[src/rtl/controlador_entrada_saida.sv]
// controlador_entrada_saida
//
// Multicycle sequencer for the CPU's IN (read switches into a register) and
// OUT (show a register on the display) instructions. While an I/O
// instruction waits for the operator's enter key, the PC is frozen. Once a
// debounced press arrives, the block releases the PC for one cycle and, on
// IN, pulses the register-bank write enable. The whole CPU runs from one
// free-running clock.
//
// Ports
//   clock            system clock (every register uses it)
//   reset            asynchronous, active-low reset
//   opcode[4:0]      opcode of the current instruction
//   enter            raw pushbutton, active-low, asynchronous to clock
//   entradaSwitch    two's-complement switch value (9 bits)
//   dadoSaida        register value selected for output (bank read port 1)
//   pcHabilita       PC may advance on the next edge (combinational)
//   bancoEscrita     one-cycle write strobe for the IN destination register
//   dadoEntrada      latched, sign-extended switch value
//   displayValor     latched value for the display
//   displayValido    displayValor holds a value from an OUT instruction
//   esperandoEntrada waiting for enter on an IN instruction (LED)
//   esperandoSaida   waiting for enter on an OUT instruction (LED)
//   estadoDebug      current FSM state: 0 EXECUTA, 1 ESPERA_ENTER, 2 CONCLUI
//
// Handshake: there is no valid/ready pair here. The "request" is an IN/OUT
// opcode seen in EXECUTA, and the "acceptance" is the single CONCLUI cycle
// where pcHabilita=1 (and bancoEscrita=1 on IN). The decoder must hold the
// instruction until that cycle.
module controlador_entrada_saida #(
  parameter logic [4:0] OPCODE_IN       = 5'd19,
  parameter logic [4:0] OPCODE_OUT      = 5'd20,
  parameter int         DEBOUNCE_CICLOS = 4
) (
  input  logic        clock,
  input  logic        reset,
  input  logic [4:0]  opcode,
  input  logic        enter,
  input  logic [8:0]  entradaSwitch,
  input  logic [31:0] dadoSaida,
  output logic        pcHabilita,
  output logic        bancoEscrita,
  output logic [31:0] dadoEntrada,
  output logic [31:0] displayValor,
  output logic        displayValido,
  output logic        esperandoEntrada,
  output logic        esperandoSaida,
  output logic [1:0]  estadoDebug
);

  // $clog2(D) bits are enough to hold the terminal count D-1.
  localparam int            CW      = $clog2(DEBOUNCE_CICLOS);
  localparam logic [CW-1:0] CNT_MAX = CW'(DEBOUNCE_CICLOS - 1);

  typedef enum logic [1:0] {
    EXECUTA      = 2'd0,
    ESPERA_ENTER = 2'd1,
    CONCLUI      = 2'd2
  } estadoT;

  estadoT        estado;
  logic          s1, s2, f, fAnt;
  logic [CW-1:0] cnt;
  logic          opIn;
  logic          evento;
  logic          ehIo;

  // Synchroniser and debouncer. The button is active-low, so it is inverted
  // before the first flop; s2 is therefore 1 while pressed. f follows s2 only
  // after s2 has disagreed with it for DEBOUNCE_CICLOS consecutive cycles.
  always_ff @(posedge clock or negedge reset) begin
    if (!reset) begin
      s1   <= 1'b0;
      s2   <= 1'b0;
      f    <= 1'b0;
      fAnt <= 1'b0;
      cnt  <= '0;
    end else begin
      s1   <= ~enter;
      s2   <= s1;
      fAnt <= f;
      if (s2 == f) begin
        cnt <= '0;
      end else if (cnt == CNT_MAX) begin
        f   <= s2;
        cnt <= '0;
      end else begin
        cnt <= cnt + 1'b1;
      end
    end
  end

  // Rising edge of the filtered level: one cycle per press, none on release.
  assign evento = f & ~fAnt;
  assign ehIo   = (opcode == OPCODE_IN) || (opcode == OPCODE_OUT);

  // Sequencer. All outputs except pcHabilita are registered here.
  always_ff @(posedge clock or negedge reset) begin
    if (!reset) begin
      estado           <= EXECUTA;
      opIn             <= 1'b0;
      dadoEntrada      <= '0;
      displayValor     <= '0;
      displayValido    <= 1'b0;
      bancoEscrita     <= 1'b0;
      esperandoEntrada <= 1'b0;
      esperandoSaida   <= 1'b0;
    end else begin
      case (estado)
        EXECUTA: begin
          // A press seen here is simply dropped; the next I/O needs a new one.
          if (ehIo) begin
            estado           <= ESPERA_ENTER;
            opIn             <= (opcode == OPCODE_IN);
            esperandoEntrada <= (opcode == OPCODE_IN);
            esperandoSaida   <= (opcode != OPCODE_IN);
            if (opcode == OPCODE_OUT) begin
              displayValor  <= dadoSaida;
              displayValido <= 1'b1;
            end
          end
        end
        ESPERA_ENTER: begin
          // Only the latched opIn matters from here on, even if the opcode
          // input changes while waiting.
          if (evento) begin
            if (opIn) begin
              dadoEntrada <= {{23{entradaSwitch[8]}}, entradaSwitch};
            end
            bancoEscrita     <= opIn;
            esperandoEntrada <= 1'b0;
            esperandoSaida   <= 1'b0;
            estado           <= CONCLUI;
          end
        end
        CONCLUI: begin
          bancoEscrita <= 1'b0;
          estado       <= EXECUTA;
        end
        default: begin
          bancoEscrita     <= 1'b0;
          esperandoEntrada <= 1'b0;
          esperandoSaida   <= 1'b0;
          estado           <= EXECUTA;
        end
      endcase
    end
  end

  // Mealy PC enable: an I/O opcode freezes the PC in the same cycle it
  // appears, so the instruction is never skipped.
  always_comb begin
    pcHabilita = 1'b0;
    case (estado)
      EXECUTA:      pcHabilita = ~ehIo;
      ESPERA_ENTER: pcHabilita = 1'b0;
      CONCLUI:      pcHabilita = 1'b1;
      default:      pcHabilita = 1'b0;
    endcase
  end

  assign estadoDebug = estado;

endmodule

[config.mk]
export PLATFORM = sky130hd
export DESIGN_NAME = controlador_entrada_saida
export DESIGN_NICKNAME = d
export VERILOG_FILES = /design/src/rtl/controlador_entrada_saida.sv
export SDC_FILE = /design/constraint.sdc
export NUM_CORES = 1
export LEC_CHECK = 0
export ABC_AREA = 1
export BUFFER_PORTS_ARGS = -buffer_cell sky130_fd_sc_hd__buf_2
export CAP_MARGIN = 20
export CORE_ASPECT_RATIO = 2
export CORE_MARGIN = 2
export CORE_UTILIZATION = 41
export DETAILED_ROUTE_END_ITERATION = 6
export PLACE_DENSITY = 0.73
export REMOVE_ABC_BUFFERS = 1
export SLEW_MARGIN = 10
export SYNTH_ARGS = -nofsm -noshare
export SYNTH_HDL_FRONTEND = slang
export SYNTH_SLANG_ARGS = --single-unit
[constraint.sdc]
create_clock -name clock -period 1.2 [get_ports clock]
set_input_delay 0.06 -clock clock [delete_from_list [all_inputs] [get_ports clock]]
set_output_delay 0.06 -clock clock [all_outputs]
set_load 0.01 [all_outputs]
==> results of run 1 <==
-- routing by layer --
layer | wire (microns) | vias up | part of all wire
li1 | - | 1003 | -
met1 | 1895 | 936 | 0.33
met2 | 3339 | 57 | 0.59
met3 | 260 | 11 | 0.046
met4 | 176 | 0 | 0.031
met5 | 0 | - | 0
-- cell type report --
type,count,area [sq um],area share
Sequential cell,54,1353,0.3898
Tap cell,61,76.32,0.02200
Inverter,41,158.9,0.04580
Clock inverter,2,37.54,0.01082
Timing Repair Buffer,153,958.4,0.2762
Multi-Input combinational cell,126,748.2,0.2157
Timing Repair inverter,1,8.758,0.002524
Clock buffer,6,128.9,0.03714
-- tightest hold or removal path, cell delays in order --
cell,delay (ps)
sky130_fd_sc_hd__buf_2,90
sky130_fd_sc_hd__inv_1,40
sky130_fd_sc_hd__o21ai_1,60
-- through the flow --
stage	hold WS, ps	setup TNS (ps)	instances	worst slack, ps
after floorplan	-235.6	-29050	220	-827.9
after global placement	74.98	-611.0	406	-72.40
after detailed placement	84.06	-1632	406	-97.91
after CTS	0.2863	-1737	438	-66.52
after global routing	4.463	-4697	444	-153.0
final	-4.084	-2118	444	-108.6
-- placed cells by master (no fill, tap or decap) --
cell	n
sky130_fd_sc_hd__nor2_4	2
sky130_fd_sc_hd__nor2_1	2
sky130_fd_sc_hd__nand4_4	1
sky130_fd_sc_hd__o21ai_2	21
sky130_fd_sc_hd__nand3_2	2
sky130_fd_sc_hd__bufinv_16	1
sky130_fd_sc_hd__inv_2	3
sky130_fd_sc_hd__buf_4	14
sky130_fd_sc_hd__buf_6	2
sky130_fd_sc_hd__o21ai_1	11
sky130_fd_sc_hd__inv_1	37
sky130_fd_sc_hd__dlygate4sd3_1	13
sky130_fd_sc_hd__nand3_1	3
sky130_fd_sc_hd__nand2_1	49
sky130_fd_sc_hd__dfrtp_2	1
sky130_fd_sc_hd__nand2_2	23
sky130_fd_sc_hd__nor3_1	1
sky130_fd_sc_hd__dfrtp_1	53
sky130_fd_sc_hd__or2_4	1
sky130_fd_sc_hd__a21oi_2	1
sky130_fd_sc_hd__buf_12	4
sky130_fd_sc_hd__clkinv_4	2
sky130_fd_sc_hd__xnor2_1	1
sky130_fd_sc_hd__nand2_4	2
sky130_fd_sc_hd__clkbuf_16	6
sky130_fd_sc_hd__o21ai_0	2
sky130_fd_sc_hd__clkinvlp_4	1
sky130_fd_sc_hd__nor2_2	3
sky130_fd_sc_hd__buf_2	119
sky130_fd_sc_hd__clkbuf_1	1
sky130_fd_sc_hd__ha_1	1
-- registers in the layout, summed over array words and instances (netlist names) --
register / flops
displayValido: 1
f: 1
fAnt: 1
opIn: 1
s2: 1
estadoDebug: 2
bancoEscrita: 1
displayValor: 32
dadoEntrada: 9
cnt: 2
esperandoEntrada: 1
s1: 1
esperandoSaida: 1
-- power groups by stage --
stage / Combinational [mW] / Clock [mW] / Sequential, mW
CTS: 2.94 / 1.66 / 2.98
floorplan: 0.859 / 0 / 3.43
detailed placement: 2.70 / 0 / 2.98
finish: 3.17 / 1.61 / 3.01
global placement: 2.64 / 0 / 2.95
global route: 3.48 / 1.73 / 3.10
-- synth_stat cells, drive strengths merged --
cell type	count	area share
nand2	73	0.12
dfrtp	54	0.57
inv	40	0.063
o21ai	34	0.091
buf	29	0.096
nor2	7	0.021
nand3	5	0.011
clkbuf	2	0.0032
a21oi	1	0.0021
clkinv	1	0.0021
ha	1	0.0053
nand4	1	0.0090
nor3	1	0.0021
or2	1	0.0037
xnor2	1	0.0037
-- worst max path at each step --
stage	end	slack, ps	depth (start not counted)
final	displayValor[2]	-110	6
after global routing	dadoEntrada[0]	-150	9
after CTS	pcHabilita	-70	4
after detailed placement	dadoEntrada[3]	-100	8
after global placement	dadoEntrada[1]	-70	8
after floorplan	dadoEntrada[8]	-830	2
-- timing repair --
| action | 4_1_cts | 5_1_grt |
|---|---|---|
| setup buffers | 9 | 4 |
| gates resized for setup | 13 | 51 |
| endpoints found under the hold margin | 66 | 0 |
| pin swaps | 4 | 2 |
| hold buffers | 13 | 0 |
| gates cloned | 2 | 3 |
| setup endpoints to repair | 64 | 47 |
-- cell families (layout without fill, tap and decap cells) --
| family | Yosys count | in the layout | share of synthesized area |
|---|---|---|---|
| simple gates | 88 | 89 | 0.1627 |
| buf+inv | 72 | 203 | 0.1648 |
| flops | 54 | 54 | 0.5705 |
| compound gates | 35 | 35 | 0.09297 |
| fa+ha+maj | 1 | 1 | 0.005282 |
| xor+xnor | 1 | 1 | 0.003699 |
==> results.txt, run 1 <==
The flow ran to the end, but the final reports show violations. The checks that failed: hold timing, setup timing. Highest clock frequency the design can meet: 0.7642 GHz. In this run the worst setup path begins at estadoDebug[1]. Final hold violation count: 3. On the critical path, the stage with the largest delay is an instance of sky130_fd_sc_hd__dfrtp_1. The share of the cycle needed by the critical path after routing was 1.091.

Entering global routing, the biggest net connects 61 pins. The tools report the final count of pins violating max slew as 0. The first-pass GRT wire length was 8611 microns. The hold path startpoint is dadoSaida[21]. Once detail routing completed, the nets flagged for antenna violations numbered 0.

TritonCTS built the clock tree. In this design, the stage delay of the slowest critical-path cell is 430 ps. Once detailed placement completed, the half-perimeter wirelength came to 3617 microns.

The maximum ir drop on the vdd rail is 1560 uV. The fraction of final layout cells with drive strength greater than 1 was 0.5457; the met3 track demand over resource in global routing was 0.04413. The sink count of the clock tree is 54, and the worst-margin pin slew is 290.9 ps.

The number of antenna violations at the first check in global routing was 0; the fraction of power spent switching nets was 0.3567. Along the worst hold path, the cell count comes to 3. The max-slew headroom at the worst pin is 0.8061, and the total power is 7.791 mW. The height of the chip is 111.5 microns, and the clock-pin slew of the registers on the worst-case setup and hold paths is 70 ps. The tool flagged a number of max-cap violations equal to 0.

The maximum fanout count along the critical path is 8, and the number of iterations in the first detailed-routing pass is 4. The worst setup path is captured at a flip-flop. The run gives 1,928 as the via count of the first global-routing pass. The flip-flop and latch count after synthesis is 54. Count of port buffers added during placement: 119.

The total buffers and inverters traversed by the critical path is 2, and the area overhead of the layout relative to synthesis is 46.49%. The worst hold path class is in -> reg. The critical path goes through nor2_4 -> nand4_4 -> buf_12 -> clkbuf_16 -> nand2_2 -> o21ai_2.

Counting every instance in the synthesized netlist gives 251. Counting the fill cells in the layout gives 501. The tree is rooted in a sky130_fd_sc_hd__clkbuf_16. In this run the critical register-to-register path is captured at displayValor[2]. Row generation in the floorplan step produced 39 rows. The startpoint identified for the worst register-to-register timing path is estadoDebug[1]. The layer flagged by global routing as most heavily used is met2. Counting along the longest clock path gives a buffer depth of 2. Counting the buffers created by CTS gives 5.

The total power density per cell area is 2246 nW/um^2. The logs give 3470 sq um for the summed area of non-filler cells in the final layout and -110 ps for the register-to-register path setup slack. For this design the static power due to leakage is 1.969 nW. Data arrives at the worst endpoint at 1490 ps. The worst hold slack across all endpoints was -4.084 ps; the synthesized area per cell was 9.436 sq um. The routability congestion estimate from global placement came out at 0.8178.

For this run, design rule violations remaining after detail routing come to 0. The total detailed-routing wirelength is 5670 microns. The overall routing resource usage was 0.1738. The final layout contains 432 nets.

The fraction of met2 tracks used by global routing came out at 0.3114. The die outline width came out at 57.75 microns. The internal portion of the total power is 5.012 mW.

The tools report the total of warnings raised by yosys as 0. Between clock sinks in the finished design, the worst skew comes to 3.320 ps. The number of levels in the clock H-tree came out at 2. The time the worst path needs with I/O delays and setup came out at 1309 ps.

The worst setup path is launched from a flip-flop. The number of antenna diodes in the final layout is 0. In the final routed layout, each cell accounts on average for 12.77 microns. The worst-case hold path end point was displayValor[21]. STA puts the critical path data required time at 1390 ps. The startpoint-to-endpoint class of the critical path was reg -> reg.

The netlist area before placement is 2369 sq um. The number of vias per cell after detailed routing was 4.520; the insertion delay to the later sink of the worst-skew pair was 290 ps. Number of vias in the routed layout: 2,007. Setup repair after global routing could not meet its margin everywhere.

Summed over all layers, the global routing overflow is 0. For the sequential area share after synthesis, the log shows 0.5705. The sequential share of power is 0.386, and the top-level I/O count is 120. The final count of negative-setup-slack endpoints is 33, and the path depth of the worst reg2reg path is 6. Power share of the combinational group: 0.407. The utilization after layout was 0.6130; the worst-case setup margin in the final layout was -108.6 ps. Met1 track utilization from global routing: 0.1751. Kind of cell adding the most delay to the critical path: flip-flops. The die covers 6438 sq um. For the placed standard-cell area, the log shows 2875 sq um. The initial core utilization was 0.4184; the number of different library cells in the post-synthesis netlist was 22. The logs give 5660 sq um for the core footprint and 2.779 mW for the net load switching power. The first routing iteration left 38 violations. The clock network fraction of total power came out at 0.207.
Power figures use the tool's default switching activity.
==> inputs of run 2 (changes only) <==
--- a/config.mk
+++ b/config.mk
@@ -5,16 +5,17 @@
 export SDC_FILE = /design/constraint.sdc
 export NUM_CORES = 1
 export LEC_CHECK = 0
-export ABC_AREA = 1
+export ABC_AREA = 0
 export BUFFER_PORTS_ARGS = -buffer_cell sky130_fd_sc_hd__buf_2
 export CAP_MARGIN = 20
 export CORE_ASPECT_RATIO = 2
 export CORE_MARGIN = 2
-export CORE_UTILIZATION = 41
+export CORE_UTILIZATION = 49
 export DETAILED_ROUTE_END_ITERATION = 6
-export PLACE_DENSITY = 0.73
+export PLACE_DENSITY = 0.82
 export REMOVE_ABC_BUFFERS = 1
 export SLEW_MARGIN = 10
 export SYNTH_ARGS = -nofsm -noshare
 export SYNTH_HDL_FRONTEND = slang
 export SYNTH_SLANG_ARGS = --single-unit
+export TNS_END_PERCENT = 50
==> constraint.sdc (replaced) <==
create_clock -name clock -period 1.6 [get_ports clock]
set_input_delay 0.08 -clock clock [delete_from_list [all_inputs] [get_ports clock]]
set_output_delay 0.08 -clock clock [all_outputs]
set_load 0.01 [all_outputs]
==> run 2 against run 1 <==
  * The flow now finishes without violations
  * Combinational power decreased by 27%
  * Area after synthesis is 0.26% lower
  * Global-route usage is 2.4 points higher
  * Power decreased by 31%
  * Sequential share of layout area up 4.6 points
  * Maximum frequency is 13% lower
  * Via count down 19%
  * Die area decreased by 16%
  * Clock power shrank 55%
  * Sequential power is 22% lower
  * Highest routed layer unchanged
==> results.txt, run 2 <==
The flow ran to the end, and the final reports show no timing, DRC or antenna violations. Top post-synthesis cells by area: sky130_fd_sc_hd__dfrtp_1 (57%), sky130_fd_sc_hd__mux2_4 (17%), sky130_fd_sc_hd__buf_4 (7.3%), sky130_fd_sc_hd__mux2_2 (7.2%), sky130_fd_sc_hd__buf_6 (1.4%) (was sky130_fd_sc_hd__dfrtp_1 (57%), sky130_fd_sc_hd__nand2_1 (11%), sky130_fd_sc_hd__buf_4 (7.3%), sky130_fd_sc_hd__inv_1 (6.0%), sky130_fd_sc_hd__o21ai_0 (4.6%)). DRC violations left: 0 (unchanged).

The count of antenna-violating nets left after detailed routing is 0 (unchanged), and the highest clock frequency the design can meet is 0.6673 GHz (was 0.7642 GHz). The run gives 5 (unchanged) as the number of buffers inserted during clock tree synthesis. The tools report the total of warnings raised by yosys as 0 (unchanged). Die outline width: 53.10 microns (was 57.75 microns). The tools report the number of iterations in the first detailed-routing pass as 4 (unchanged). The most common cell after layout, fill and taps aside is sky130_fd_sc_hd__buf_2 (unchanged).

The number of flops mapped to enable cells by yosys is 0 (unchanged), and the required time reported for the critical path endpoint is 1790 ps (was 1390 ps). The area overhead of the layout relative to synthesis was 31.20% (was 46.49%); the number of vias per cell after detailed routing was 5.015 (was 4.520). Top cells by instance count after synthesis: sky130_fd_sc_hd__dfrtp_1 (54), sky130_fd_sc_hd__mux2_4 (27), sky130_fd_sc_hd__buf_4 (23) (was sky130_fd_sc_hd__nand2_1 (72), sky130_fd_sc_hd__dfrtp_1 (54), sky130_fd_sc_hd__inv_1 (38)).

The sequential area share after synthesis is 0.5720 (was 0.5705). The element type at the critical path start is a flip-flop (unchanged). The run gives 2362 sq um (was 2369 sq um) as the netlist area before placement. Worst hold path class: in -> reg (unchanged).

The tools report the core footprint as 4642 sq um (was 5660 sq um). The worst-margin pin slew came out at 516.3 ps (was 290.9 ps). The total buffers and inverters traversed by the critical path was 1 (was 2). The time the worst path needs with I/O delays and setup came out at 1499 ps (was 1309 ps).

Worst hold slack across all endpoints: 8.889 ps (was -4.084 ps). The share of the cycle needed by the critical path after routing is 0.9367 (was 1.091), and the critical path arrival is 1690 ps (was 1490 ps). The run gives 0 (unchanged) as the final count of pins violating max slew.

The total die area was 5426 sq um (was 6438 sq um). The largest net degree at the start of global routing is 34 (was 61), and the worst slack at placement is 142.6 ps (was -97.91 ps). The fraction of the mapped netlist area in adder cells was 0.005297 (was 0.005283). The startpoint-to-endpoint class of the critical path is reg -> reg (unchanged).

The kind of cell adding the most delay to the critical path is flip-flops (unchanged). The tools report the startpoint of the worst-slack reg-to-reg timing path as estadoDebug[0] (was estadoDebug[1]). The clock-pin slew of the registers on the worst-case setup and hold paths came out at 90 ps (was 70 ps).

The synthesized area per cell was 15.54 sq um (was 9.436 sq um). The logs give 0 (unchanged) for the number of maximum-capacitance violations and 5101 microns (was 5670 microns) for the total detailed-routing wirelength. The synthesized-area fraction occupied by and/or/nand/nor cells is 0.05508 (was 0.1627). Maximum fanout count along the critical path: 19 (was 8).

The area share of xor/xnor cells in the synthesized design was 0.003708 (was 0.003698); the register-to-register path setup slack was 100 ps (was -110 ps). The run gives 7548 microns (was 8611 microns) as the first-pass GRT wire length. Largest registers ranked by flip-flop count: displayValor: 32 flops, dadoEntrada: 9 flops (unchanged). The worst-case hold path end point is dadoEntrada[3] (was displayValor[21]). Summed area of non-filler cells in the final layout: 3099 sq um (was 3470 sq um). The tools report the critical register-to-register path endpoint as displayValor[12] (was displayValor[2]). The dominant register cell in the synthesized netlist was sky130_fd_sc_hd__dfrtp_1 (unchanged).

The number of flip-flops in the largest register was 32 (unchanged). The tools report the hold path startpoint as entradaSwitch[3] (was dadoSaida[21]). The run gives 359 (was 501) as the final-layout fill cell count. The initial core utilization is 0.5089 (was 0.4184), and the synthesized instance count is 152 (was 251).

The iteration-0 DRC count of the detailed router is 9 (was 38), and the count of port buffers added during placement is 119 (unchanged). The tools report the antenna cell count as 0 (unchanged). The overall routing resource usage was 0.1976 (was 0.1738); the total power was 5.392 mW (was 7.791 mW).

The synthesized-area fraction occupied by ao, oa, aoi and oai cells was 0.02860 (was 0.09297). TritonCTS built the clock tree. Number of different library cells in the post-synthesis netlist: 31 (was 22).

Library cell occupying the most area in the post-synthesis netlist: sky130_fd_sc_hd__dfrtp_1 (unchanged). The number of placement rows came out at 35 (was 39). The post-cts gate resize count is 0 (was 13). The dominant combinational cell family by area after synthesis was multiplexers (was buffers and inverters). The tools report the type of element capturing the critical path as a flip-flop (unchanged). The multiplexer share of the synthesized area is 0.2431 (was 0).

The register with the most flip-flops is displayValor (unchanged). The height of the chip works out to 102.2 microns (was 111.5 microns). Clock root buffer master: sky130_fd_sc_hd__clkbuf_8 (was sky130_fd_sc_hd__clkbuf_16). For the via count of the first global-routing pass, the log shows 1,604 (was 1,928). The run gives 3758 microns (was 3617 microns) as the HPWL after detailed placement. Setup repair after global routing left no endpoint under its margin. The tools report the routability congestion estimate from global placement as 0.8341 (was 0.8178). The tools report the max-slew headroom at the worst pin as 0.6558 (was 0.8061).

The standby leakage power is 1.696 nW (was 1.969 nW), and the fraction of synthesized cell area taken by the top area cell type is 0.5720 (was 0.5705). The run gives 0 (unchanged) as the number of antenna violations at the first check in global routing. The most frequently used cell type in the post-synthesis netlist is sky130_fd_sc_hd__dfrtp_1 (was sky130_fd_sc_hd__nand2_1). The total number of nets in the final design is 321 (was 432), and the sink count of the clock tree is 54 (unchanged). The tools report the remaining global-route overflow as 0 (unchanged). The final hold violation count came out at 0 (was 3). The setup clock skew after layout was 4.915 ps (was 3.320 ps).

Total power density per cell area: 1740 nW/um^2 (was 2246 nW/um^2). The flip-flop and latch count after synthesis is 54 (unchanged), and the placed standard-cell area is 2855 sq um (was 2875 sq um). The routed length per instance works out to 15.65 microns (was 12.77 microns).

Ordered cell list for the critical path: nor2_1 -> nand3_4 -> buf_4 -> mux2_4 (was nor2_4 -> nand4_4 -> buf_12 -> clkbuf_16 -> nand2_2 -> o21ai_2). The fraction of final layout cells with drive strength greater than 1 works out to 0.6458 (was 0.5457). The logs give 2 (unchanged) for the buffer depth of the longest clock path and 120 (unchanged) for the top-level I/O count. The path depth of the worst reg2reg path works out to 4 (was 6). The worst-case setup margin in the final layout was 101.3 ps (was -108.6 ps); the proportion of register bits with asynchronous set or reset after synthesis was 1.000 (unchanged). Number of levels in the clock H-tree: 2 (unchanged). The library cell contributing the largest single delay on the critical path was sky130_fd_sc_hd__dfrtp_1 (unchanged). For the number of vias in the routed layout, the log shows 1,635 (was 2,007). Maximum cell stage delay along the critical path: 460 ps (was 430 ps). The insertion delay to the later sink of the worst-skew pair was 300 ps (was 290 ps).

Leading cell types in the layout, fill and taps excluded: sky130_fd_sc_hd__buf_2 (119), sky130_fd_sc_hd__dfrtp_1 (54), sky130_fd_sc_hd__mux2_4 (27), sky130_fd_sc_hd__dlygate4sd3_1 (16), sky130_fd_sc_hd__mux2_2 (15) (was sky130_fd_sc_hd__buf_2 (119), sky130_fd_sc_hd__dfrtp_1 (53), sky130_fd_sc_hd__nand2_1 (49), sky130_fd_sc_hd__inv_1 (37), sky130_fd_sc_hd__nand2_2 (23)). The final count of negative-setup-slack endpoints was 0 (was 33). The maximum ir drop on the vdd rail came out at 1046 uV (was 1560 uV).

The number of stages on the worst hold path works out to 2 (was 3).
## run 2: final cells by class
| class | count | area [sq um] | area share |
|---|---|---|---|
| flip-flops and latches | 54 | 1351 | 0.4360 |
| well taps | 55 | 68.82 | 0.02220 |
| inverters | 3 | 11.26 | 0.003633 |
| clock buffers | 5 | 68.82 | 0.02220 |
| repair buffers | 138 | 790.8 | 0.2551 |
| multi-input cells | 69 | 793.3 | 0.2560 |
| clock inverters | 2 | 15.01 | 0.004845 |
## run 2: kinds of logic (layout without fill, tap and decap cells)
kind of cell             Yosys count  in the layout
XOR/XNOR                           1              1
AND/OR/NAND/NOR                   16             16
buffers and inverters             29            148
AO/OA/AOI/OAI                      9              9
multiplexers                      42             42
flip-flops                        54             54
adder cells (fa/ha/maj)            1              1
## run 2: per-stage QoR
step,std cells,utilization,TNS [ps]
after global placement,303,0.6151,0
after floorplan,126,-,-6489
after detailed placement,303,0.6151,0
after CTS,325,0.6655,0
final,326,0.6677,0
after global routing,326,0.6677,0
## run 2: worst max path at each step
stage | start | depth (start not counted) | slack [ps] | endpoint
after global routing | estadoDebug[1] | 4 | 40 | displayValor[12]
after detailed placement | estadoDebug[1] | 3 | 140 | dadoEntrada[1]
after floorplan | dadoEntrada[8] | 1 | -570 | dadoEntrada[8]
final | estadoDebug[0] | 4 | 100 | displayValor[12]
after CTS | estadoDebug[1] | 4 | 100 | displayValor[12]
after global placement | estadoDebug[1] | 4 | 190 | displayValor[11]
## run 2: routing by layer
layer | wire, microns | global-route usage
met1 | 1692 | 0.2090
met4 | 193 | 0.1262
met2 | 2834 | 0.3519
met5 | 0 | 0
met3 | 380 | 0.02632
## run 2: what timing repair did
action                    in CTS  in global routing
hold buffers                  15                  1
hold endpoints to repair      35                  1
buffers inserted               0                  0
## run 2: report_power, final
part | switching (mW) | internal [mW]
clock network | 0.429 | 0.300
registers | 0.409 | 1.94
logic | 1.05 | 1.26
total | 1.89 | 3.50
